==> config.mk <==
export PLATFORM = sky130hd
export DESIGN_NAME = bcd_calc_core
export DESIGN_NICKNAME = d
export VERILOG_FILES = /design/src/rtl/bcd_calc_core.sv
export SDC_FILE = /design/constraint.sdc
export NUM_CORES = 1
export LEC_CHECK = 0
export BUFFER_PORTS_ARGS = -buffer_cell sky130_fd_sc_hd__clkbuf_2
export CAP_MARGIN = 20
export CORE_UTILIZATION = 62
export CTS_BUF_LIST = sky130_fd_sc_hd__clkbuf_8 sky130_fd_sc_hd__clkbuf_16
export DETAILED_ROUTE_END_ITERATION = 10
export PLACE_DENSITY = 0.81
export SLEW_MARGIN = 30
export SYNTH_ARGS = -nofsm -noshare
export SYNTH_HDL_FRONTEND = slang
export SYNTH_SLANG_ARGS = --single-unit
export TNS_END_PERCENT = 10
==> constraint.sdc <==
create_clock -name clk -period 12.16 [get_ports clk]
set_input_delay 2.432 -clock clk [delete_from_list [all_inputs] [get_ports clk]]
set_output_delay 2.432 -clock clk [all_outputs]
set_load 0.005 [all_outputs]
==> src/rtl/bcd_calc_core.sv <==
// Keypad calculator core: collects two BCD operands and an operator from PS/2 key strobes,
// then runs add/sub/mul on one shared BCD adder. Optional Backspace via CALC_BACKSPACE_EN.
module bcd_calc_core #(
   parameter int DIGITS = 2
) (
   input  logic                  clk,
   input  logic                  rst_n,
   input  logic                  key_valid,
   input  logic [8:0]            key_code,
   output logic [8*DIGITS-1:0]   disp_bcd,
   output logic                  disp_neg,
   output logic [1:0]            disp_op,
   output logic [2:0]            state,
   output logic                  busy
);

   localparam int OW = 4*DIGITS;
   localparam int RW = 8*DIGITS;
   localparam int IW = (DIGITS > 1) ? $clog2(DIGITS) : 1;
   localparam logic [IW-1:0] IDX_ONE  = IW'(1);
   localparam logic [IW-1:0] IDX_LAST = IW'(DIGITS-1);

   typedef enum logic [2:0] {
      S_ENTER_A = 3'd0,
      S_ENTER_B = 3'd1,
      S_CALC    = 3'd2,
      S_SHOW    = 3'd3
   } state_t;

   typedef enum logic [2:0] {
      K_NONE  = 3'd0,
      K_DIGIT = 3'd1,
      K_OP    = 3'd2,
      K_ENTER = 3'd3,
      K_BS    = 3'd4
   } key_t;

   // Tens-complement add/subtract over the full result width; carry out is discarded.
   function automatic logic [RW-1:0] bcd_addsub(input logic [RW-1:0] a,
                                                input logic [RW-1:0] b,
                                                input logic          sub);
      logic [4:0]    s;
      logic [3:0]    bd;
      logic          c;
      logic [RW-1:0] r;
      c = sub;
      r = '0;
      for (int i = 0; i < 2*DIGITS; i++) begin
         bd = sub ? (4'd9 - b[4*i +: 4]) : b[4*i +: 4];
         s  = {1'b0, a[4*i +: 4]} + {1'b0, bd} + {4'd0, c};
         if (s > 5'd9) begin
            s = s + 5'd6;
            c = 1'b1;
         end else begin
            c = 1'b0;
         end
         r[4*i +: 4] = s[3:0];
      end
      return r;
   endfunction

   state_t          r_state, w_nxt_state;
   logic [OW-1:0]   r_a, r_b, w_nxt_a, w_nxt_b;
   logic [RW-1:0]   r_r, w_nxt_r;
   logic [1:0]      r_op, w_nxt_op;
   logic            r_neg, w_nxt_neg;
   logic            r_phase, w_nxt_phase;
   logic [IW-1:0]   r_idx, w_nxt_idx;
   logic [3:0]      r_cnt, w_nxt_cnt;
   logic [RW-1:0]   r_disp_bcd, w_nxt_disp;
   logic            r_disp_neg, r_busy;

   key_t            w_kind;
   logic [3:0]      w_digit;
   logic [1:0]      w_kop;
   logic [RW-1:0]   w_add_a, w_add_b, w_sum;
   logic            w_add_sub;
   logic [3:0]      w_bdig;

   // Key strobe decode into digit/operator/enter/backspace classes.
   always_comb begin
      w_kind  = K_NONE;
      w_digit = 4'd0;
      w_kop   = 2'd0;
      if (key_valid) begin
         case (key_code)
            9'h070: begin w_kind = K_DIGIT; w_digit = 4'd0; end
            9'h069: begin w_kind = K_DIGIT; w_digit = 4'd1; end
            9'h072: begin w_kind = K_DIGIT; w_digit = 4'd2; end
            9'h07A: begin w_kind = K_DIGIT; w_digit = 4'd3; end
            9'h06B: begin w_kind = K_DIGIT; w_digit = 4'd4; end
            9'h073: begin w_kind = K_DIGIT; w_digit = 4'd5; end
            9'h074: begin w_kind = K_DIGIT; w_digit = 4'd6; end
            9'h06C: begin w_kind = K_DIGIT; w_digit = 4'd7; end
            9'h075: begin w_kind = K_DIGIT; w_digit = 4'd8; end
            9'h07D: begin w_kind = K_DIGIT; w_digit = 4'd9; end
            9'h079: begin w_kind = K_OP;    w_kop   = 2'd1; end
            9'h07B: begin w_kind = K_OP;    w_kop   = 2'd2; end
            9'h07C: begin w_kind = K_OP;    w_kop   = 2'd3; end
            9'h071: begin w_kind = K_ENTER; end
`ifdef CALC_BACKSPACE_EN
            9'h066: begin w_kind = K_BS;    end
`endif
            default: begin w_kind = K_NONE; end
         endcase
      end else begin
         w_kind = K_NONE;
      end
   end

   // Shared adder operand steering: sub orders operands by the sign found in its first cycle.
   always_comb begin
      w_add_a   = {{OW{1'b0}}, r_a};
      w_add_b   = {{OW{1'b0}}, r_b};
      w_add_sub = 1'b0;
      case (r_op)
         2'd2: begin
            w_add_sub = 1'b1;
            if (r_neg) begin
               w_add_a = {{OW{1'b0}}, r_b};
               w_add_b = {{OW{1'b0}}, r_a};
            end else begin
               w_add_a = {{OW{1'b0}}, r_a};
               w_add_b = {{OW{1'b0}}, r_b};
            end
         end
         2'd3: begin
            w_add_a = r_r;
            w_add_b = {{OW{1'b0}}, r_a};
         end
         default: begin
            w_add_sub = 1'b0;
         end
      endcase
   end

   assign w_sum  = bcd_addsub(w_add_a, w_add_b, w_add_sub);
   assign w_bdig = r_b[4*r_idx +: 4];

   // Next-state and datapath update.
   always_comb begin
      w_nxt_state = r_state;
      w_nxt_a     = r_a;
      w_nxt_b     = r_b;
      w_nxt_r     = r_r;
      w_nxt_op    = r_op;
      w_nxt_neg   = r_neg;
      w_nxt_phase = r_phase;
      w_nxt_idx   = r_idx;
      w_nxt_cnt   = r_cnt;
      case (r_state)
         S_ENTER_A: begin
            case (w_kind)
               K_DIGIT: w_nxt_a = {r_a[OW-5:0], w_digit};
               K_BS:    w_nxt_a = r_a >> 4;
               K_OP: begin
                  w_nxt_op    = w_kop;
                  w_nxt_b     = '0;
                  w_nxt_state = S_ENTER_B;
               end
               default: w_nxt_a = r_a;
            endcase
         end
         S_ENTER_B: begin
            case (w_kind)
               K_DIGIT: w_nxt_b  = {r_b[OW-5:0], w_digit};
               K_BS:    w_nxt_b  = r_b >> 4;
               K_OP:    w_nxt_op = w_kop;
               K_ENTER: begin
                  w_nxt_r     = '0;
                  w_nxt_neg   = 1'b0;
                  w_nxt_phase = 1'b0;
                  w_nxt_idx   = IDX_LAST;
                  w_nxt_cnt   = 4'd0;
                  w_nxt_state = S_CALC;
               end
               default: w_nxt_b = r_b;
            endcase
         end
         S_CALC: begin
            case (r_op)
               2'd1: begin
                  w_nxt_r     = w_sum;
                  w_nxt_state = S_SHOW;
               end
               2'd2: begin
                  if (!r_phase) begin
                     w_nxt_neg   = (r_a < r_b);
                     w_nxt_phase = 1'b1;
                  end else begin
                     w_nxt_r     = w_sum;
                     w_nxt_phase = 1'b0;
                     w_nxt_state = S_SHOW;
                  end
               end
               2'd3: begin
                  // phase 0: shift R one digit and load this B digit as the add count
                  if (!r_phase) begin
                     w_nxt_r   = {r_r[RW-5:0], 4'd0};
                     w_nxt_cnt = w_bdig;
                     if (w_bdig != 4'd0) begin
                        w_nxt_phase = 1'b1;
                     end else if (r_idx == '0) begin
                        w_nxt_state = S_SHOW;
                     end else begin
                        w_nxt_idx = r_idx - IDX_ONE;
                     end
                  end else begin
                     w_nxt_r   = w_sum;
                     w_nxt_cnt = r_cnt - 4'd1;
                     if (r_cnt != 4'd1) begin
                        w_nxt_phase = 1'b1;
                     end else if (r_idx == '0) begin
                        w_nxt_phase = 1'b0;
                        w_nxt_state = S_SHOW;
                     end else begin
                        w_nxt_phase = 1'b0;
                        w_nxt_idx   = r_idx - IDX_ONE;
                     end
                  end
               end
               default: w_nxt_state = S_SHOW;
            endcase
         end
         S_SHOW: begin
            case (w_kind)
               K_DIGIT: begin
                  w_nxt_a     = {{(OW-4){1'b0}}, w_digit};
                  w_nxt_b     = '0;
                  w_nxt_op    = 2'd0;
                  w_nxt_neg   = 1'b0;
                  w_nxt_state = S_ENTER_A;
               end
               K_OP: begin
                  if (!r_neg && (r_r[RW-1:OW] == '0)) begin
                     w_nxt_a     = r_r[OW-1:0];
                     w_nxt_op    = w_kop;
                     w_nxt_b     = '0;
                     w_nxt_state = S_ENTER_B;
                  end else begin
                     w_nxt_state = S_SHOW;
                  end
               end
               default: w_nxt_state = S_SHOW;
            endcase
         end
         default: w_nxt_state = S_ENTER_A;
      endcase
   end

   // Display source follows the state being entered.
   always_comb begin
      w_nxt_disp = '0;
      case (w_nxt_state)
         S_ENTER_A:        w_nxt_disp = {{OW{1'b0}}, w_nxt_a};
         S_ENTER_B,
         S_CALC:           w_nxt_disp = {{OW{1'b0}}, w_nxt_b};
         S_SHOW:           w_nxt_disp = w_nxt_r;
         default:          w_nxt_disp = '0;
      endcase
   end

   // FSM state register.
   always_ff @(posedge clk or negedge rst_n) begin
      if (!rst_n) begin
         r_state <= S_ENTER_A;
      end else begin
         r_state <= w_nxt_state;
      end
   end

   // Datapath and output registers.
   always_ff @(posedge clk or negedge rst_n) begin
      if (!rst_n) begin
         r_a        <= '0;
         r_b        <= '0;
         r_r        <= '0;
         r_op       <= 2'd0;
         r_neg      <= 1'b0;
         r_phase    <= 1'b0;
         r_idx      <= '0;
         r_cnt      <= 4'd0;
         r_disp_bcd <= '0;
         r_disp_neg <= 1'b0;
         r_busy     <= 1'b0;
      end else begin
         r_a        <= w_nxt_a;
         r_b        <= w_nxt_b;
         r_r        <= w_nxt_r;
         r_op       <= w_nxt_op;
         r_neg      <= w_nxt_neg;
         r_phase    <= w_nxt_phase;
         r_idx      <= w_nxt_idx;
         r_cnt      <= w_nxt_cnt;
         r_disp_bcd <= w_nxt_disp;
         r_disp_neg <= (w_nxt_state == S_SHOW) && w_nxt_neg;
         r_busy     <= (w_nxt_state == S_CALC);
      end
   end

   assign disp_bcd = r_disp_bcd;
   assign disp_neg = r_disp_neg;
   assign disp_op  = r_op;
   assign state    = r_state;
   assign busy     = r_busy;

endmodule

==> impl_results.md <==
* Run status: completed
* Core area at 0.00822 mm^2
* Layout area overhead at 6.78%
* Cell taking the most area after synthesis: dfrtp_1
* Worst-path fanout max at 43
* Final hold vios at 0
* Setup bufs post-CTS at 0
* Setup TNS at 0 ns
* CTS tree: built
* WL per Instance at 20.8 um
* Register area at 0.00155 mm^2
* FF+latch count, synth at 62
* Crit path from: disp_op[0]$_DFFE_PN0P_
* Crit start category: register
* Ant diodes at 0
* Sequential power share at 0.355
* Detailed Routing Iterations Pass 1 at 7
* Area contributors post-synth: dfrtp_1, ha_1, a21oi_1
* Pin count of the biggest net entering global routing at 63
* Worst path required time at 12.39 ns
* Die outline height at 94.3 um
* Crit path top cell by count: ha_1
* Routability congestion estimate at 1.01
* Setup violations, final at 0
* Crit-path max cell delay at 0.51 ns
* Hold wc startpoint: r_cnt[1]$_DFFE_PN0P_
* Fillers at 661
* Worst Setup End Kind: register
* Starting Density at 0.642
* Final WL at 16.0 mm
* Fin crit period at 8.70 ns
* Internal power at 0.407 mW
* Via count at 5,225
* Peak supply drop at 0.119 mV
* Most used DFF post-synth: dfrtp_1
* Layout cells sized above 1 at 0.116
* Clock Root Buffer: clkbuf_8
* Vias in the first global route at 4,899
* Cell area after layout at 0.00564 mm^2
* Synthesized net count at 691
* Clk_skew at 0.0106 ns
* DRC errors left at 0
* Tcrit/Tclk final at 0.715
* GRT Overall Usage at 0.387
* MaxCap Viol Count at 0
* Grt ovf at 0
* Combinational share of power at 0.403
* CTS H-tree depth at 3
* R2R Path Start: disp_op[0]$_DFFE_PN0P_
* Max_slew headroom at 0.408
* Synth warnings at 0
* Leakage at 2.69 nW
* Register area share after synthesis at 0.294
* Unique cell type count in the Yosys netlist at 78
* Global-route wire length before repair at 25.7 mm
* Detail Route Antenna Nets at 0
* # rows at 33
* Max clock buf depth at 2
* Worst-Margin Slew at 0.886 ns
* PortBufs at 34
* Ys async rst share at 1.00
* CTS resizes at 0
* Mapped Avg Cell Area at 8.19 um^2
* Setup repair after global routing missed its margin: no
* Final net count at 706
* HPWL after DPL at 11.6 mm
* CTS clk-pin slew, worst paths at 0.08 ns
* Net Sw Frac at 0.414
* Crit path max-delay cell type: or4b_1
* Hold_buf cts at 0
* Pwr per Cell Area at 123 mW/mm^2
* DP Area at 0.00545 mm^2
* Clk pwr share at 0.243
* Syn Inst Count at 644
* Yosys top cell area share at 0.294
* Die Width at 94.3 um
* Net Switching at 0.288 mW
* Num Clock Sinks at 62
* Max Slew Vio Count at 0
* Peak Freq at 115 MHz
* Top Ports at 35
* TritonCTS buffer count at 9
* Multi-input logic area at 0.00339 mm^2
* Initial drt markers at 584
* Setup Crit Path Kind: reg -> reg
* Via density at 6.79
* Die area at 0.00888 mm^2
* Number of synthesized flops with an enable pin at 0
* Syn Std Cell Area at 0.00528 mm^2
* Final Util at 0.686
* Initial antenna violation count at 0
* CP arrival at 8.92 ns
* Clock latency on the worst-skew pair at 0.35 ns
* Hold/Removal Path Class: reg -> reg
-- worst max-delay path: cells and delay by family (launching register included) --
kind,cells,cell delay (ns)
compound gates,9,2.26
xor+xnor,3,0.99
fa+ha+maj,8,2.28
buf+inv,4,0.93
flops,1,0.40
mux,1,0.10
simple gates,7,1.57
-- per-layer routing --
| metal | wire (um) | part of all wire | up-vias | track usage |
|---|---|---|---|---|
| met5 | 0 | 0 | - | 0 |
| met2 | 7010 | 0.44 | 308 | 0.581 |
| met4 | 461 | 0.029 | 0 | 0.135 |
| met1 | 6860 | 0.43 | 2491 | 0.540 |
| li1 | - | - | 2376 | - |
| met3 | 1690 | 0.11 | 50 | 0.0930 |
-- placed cells by master (no fill, tap or decap), types with 4 or more instances in the layout --
cell type / instances
nor3_1: 17
o21ai_0: 37
o211ai_1: 4
xor2_1: 6
mux2_2: 6
xnor2_1: 9
clkinv_4: 4
nor2b_1: 11
a32o_1: 5
o31ai_1: 5
nand2b_1: 8
mux2i_1: 26
a31oi_1: 10
clkbuf_8: 9
a22oi_1: 15
fa_1: 4
nand2_1: 66
dfrtp_1: 62
ha_1: 31
a21oi_1: 60
buf_4: 6
a21o_1: 12
a22o_1: 6
clkbuf_2: 34
inv_1: 42
and3_1: 18
nor2_1: 51
a221o_1: 5
o21a_1: 8
nand3_1: 11
-- area by class of cell --
type	count	share of cell area
clock buffers	9	0.0220
clock inverters	7	0.0102
inverters	44	0.0293
multi-input cells	502	0.602
flip-flops and latches	62	0.275
well taps	105	0.0233
repair buffers	40	0.0382
-- worst paths after layout --
kind                                               end  slack, ns  depth (start not counted)
worst max-delay path            disp_bcd[14]$_DFF_PN0_       3.46                         32
worst min-delay path              r_cnt[1]$_DFFE_PN0P_       0.51                          2
worst max register to register  disp_bcd[14]$_DFF_PN0_       3.46                         32
worst min register to register    r_cnt[1]$_DFFE_PN0P_       0.51                          2
max in group asynchronous             r_r[2]$_DFF_PN0_       9.37                          2
min in group asynchronous         r_cnt[3]$_DFFE_PN0P_       2.23                          2
-- cell usage after synthesis (4+ instances only) --
cell type and n:
o31ai_1 5, a32o_1 5, a21o_1 12, nor2b_1 11, o21a_1 8, clkbuf_1 25, nand3_1 11, a22oi_1 15
dfrtp_1 62, nand2_1 66, o211ai_1 4, a21oi_1 60, a31oi_1 11, a22o_1 6, nand2b_1 8, ha_1 31
fa_1 4, inv_1 42, o21ai_0 37, and3_1 18, xnor2_1 9, nor2_1 51, xor2_1 6, mux2i_1 26
mux2_2 6, nor3_1 17, a221o_1 5
-- power by group through the flow --
stage	clock network, mW	registers [mW]	logic, mW
global placement	0	0.248	0.260
finish	0.169	0.247	0.280
detailed placement	0	0.248	0.269
CTS	0.171	0.244	0.272
global route	0.178	0.247	0.311
floorplan	0	0.234	0.208
-- cells by family after synthesis --
group                      Yosys count  share of synthesized area
AOI/OAI and AO/OA                  213                      0.274
xor gates and xnor gates            15                     0.0249
adders and majority gates           35                     0.0887
buffers and inverters               80                     0.0664
DFF                                 62                      0.294
muxes                               32                     0.0621
other                                1                   0.000711
and+or+nand+nor                    206                      0.189
-- flip-flops by register name, indices dropped and copies added, names as in the netlist --
signal	flops
disp_bcd	16
r_r	16
r_a	8
r_b	8
r_cnt	4
state	3
disp_op	2
busy	1
disp_neg	1
r_idx	1
r_neg	1
r_phase	1
-- per-stage QoR --
step	setup slack (ns)	hold WS, ns	cells	total power [mW]
CTS	3.61	0.515	769	0.686
finish	3.46	0.508	769	0.695
floorplan	3.53	0.465	644	0.443
global route	2.76	0.566	769	0.736
detailed placement	3.68	0.496	753	0.517
global placement	4.01	0.488	753	0.508
No activity file was read; power rests on OpenSTA's default activity.
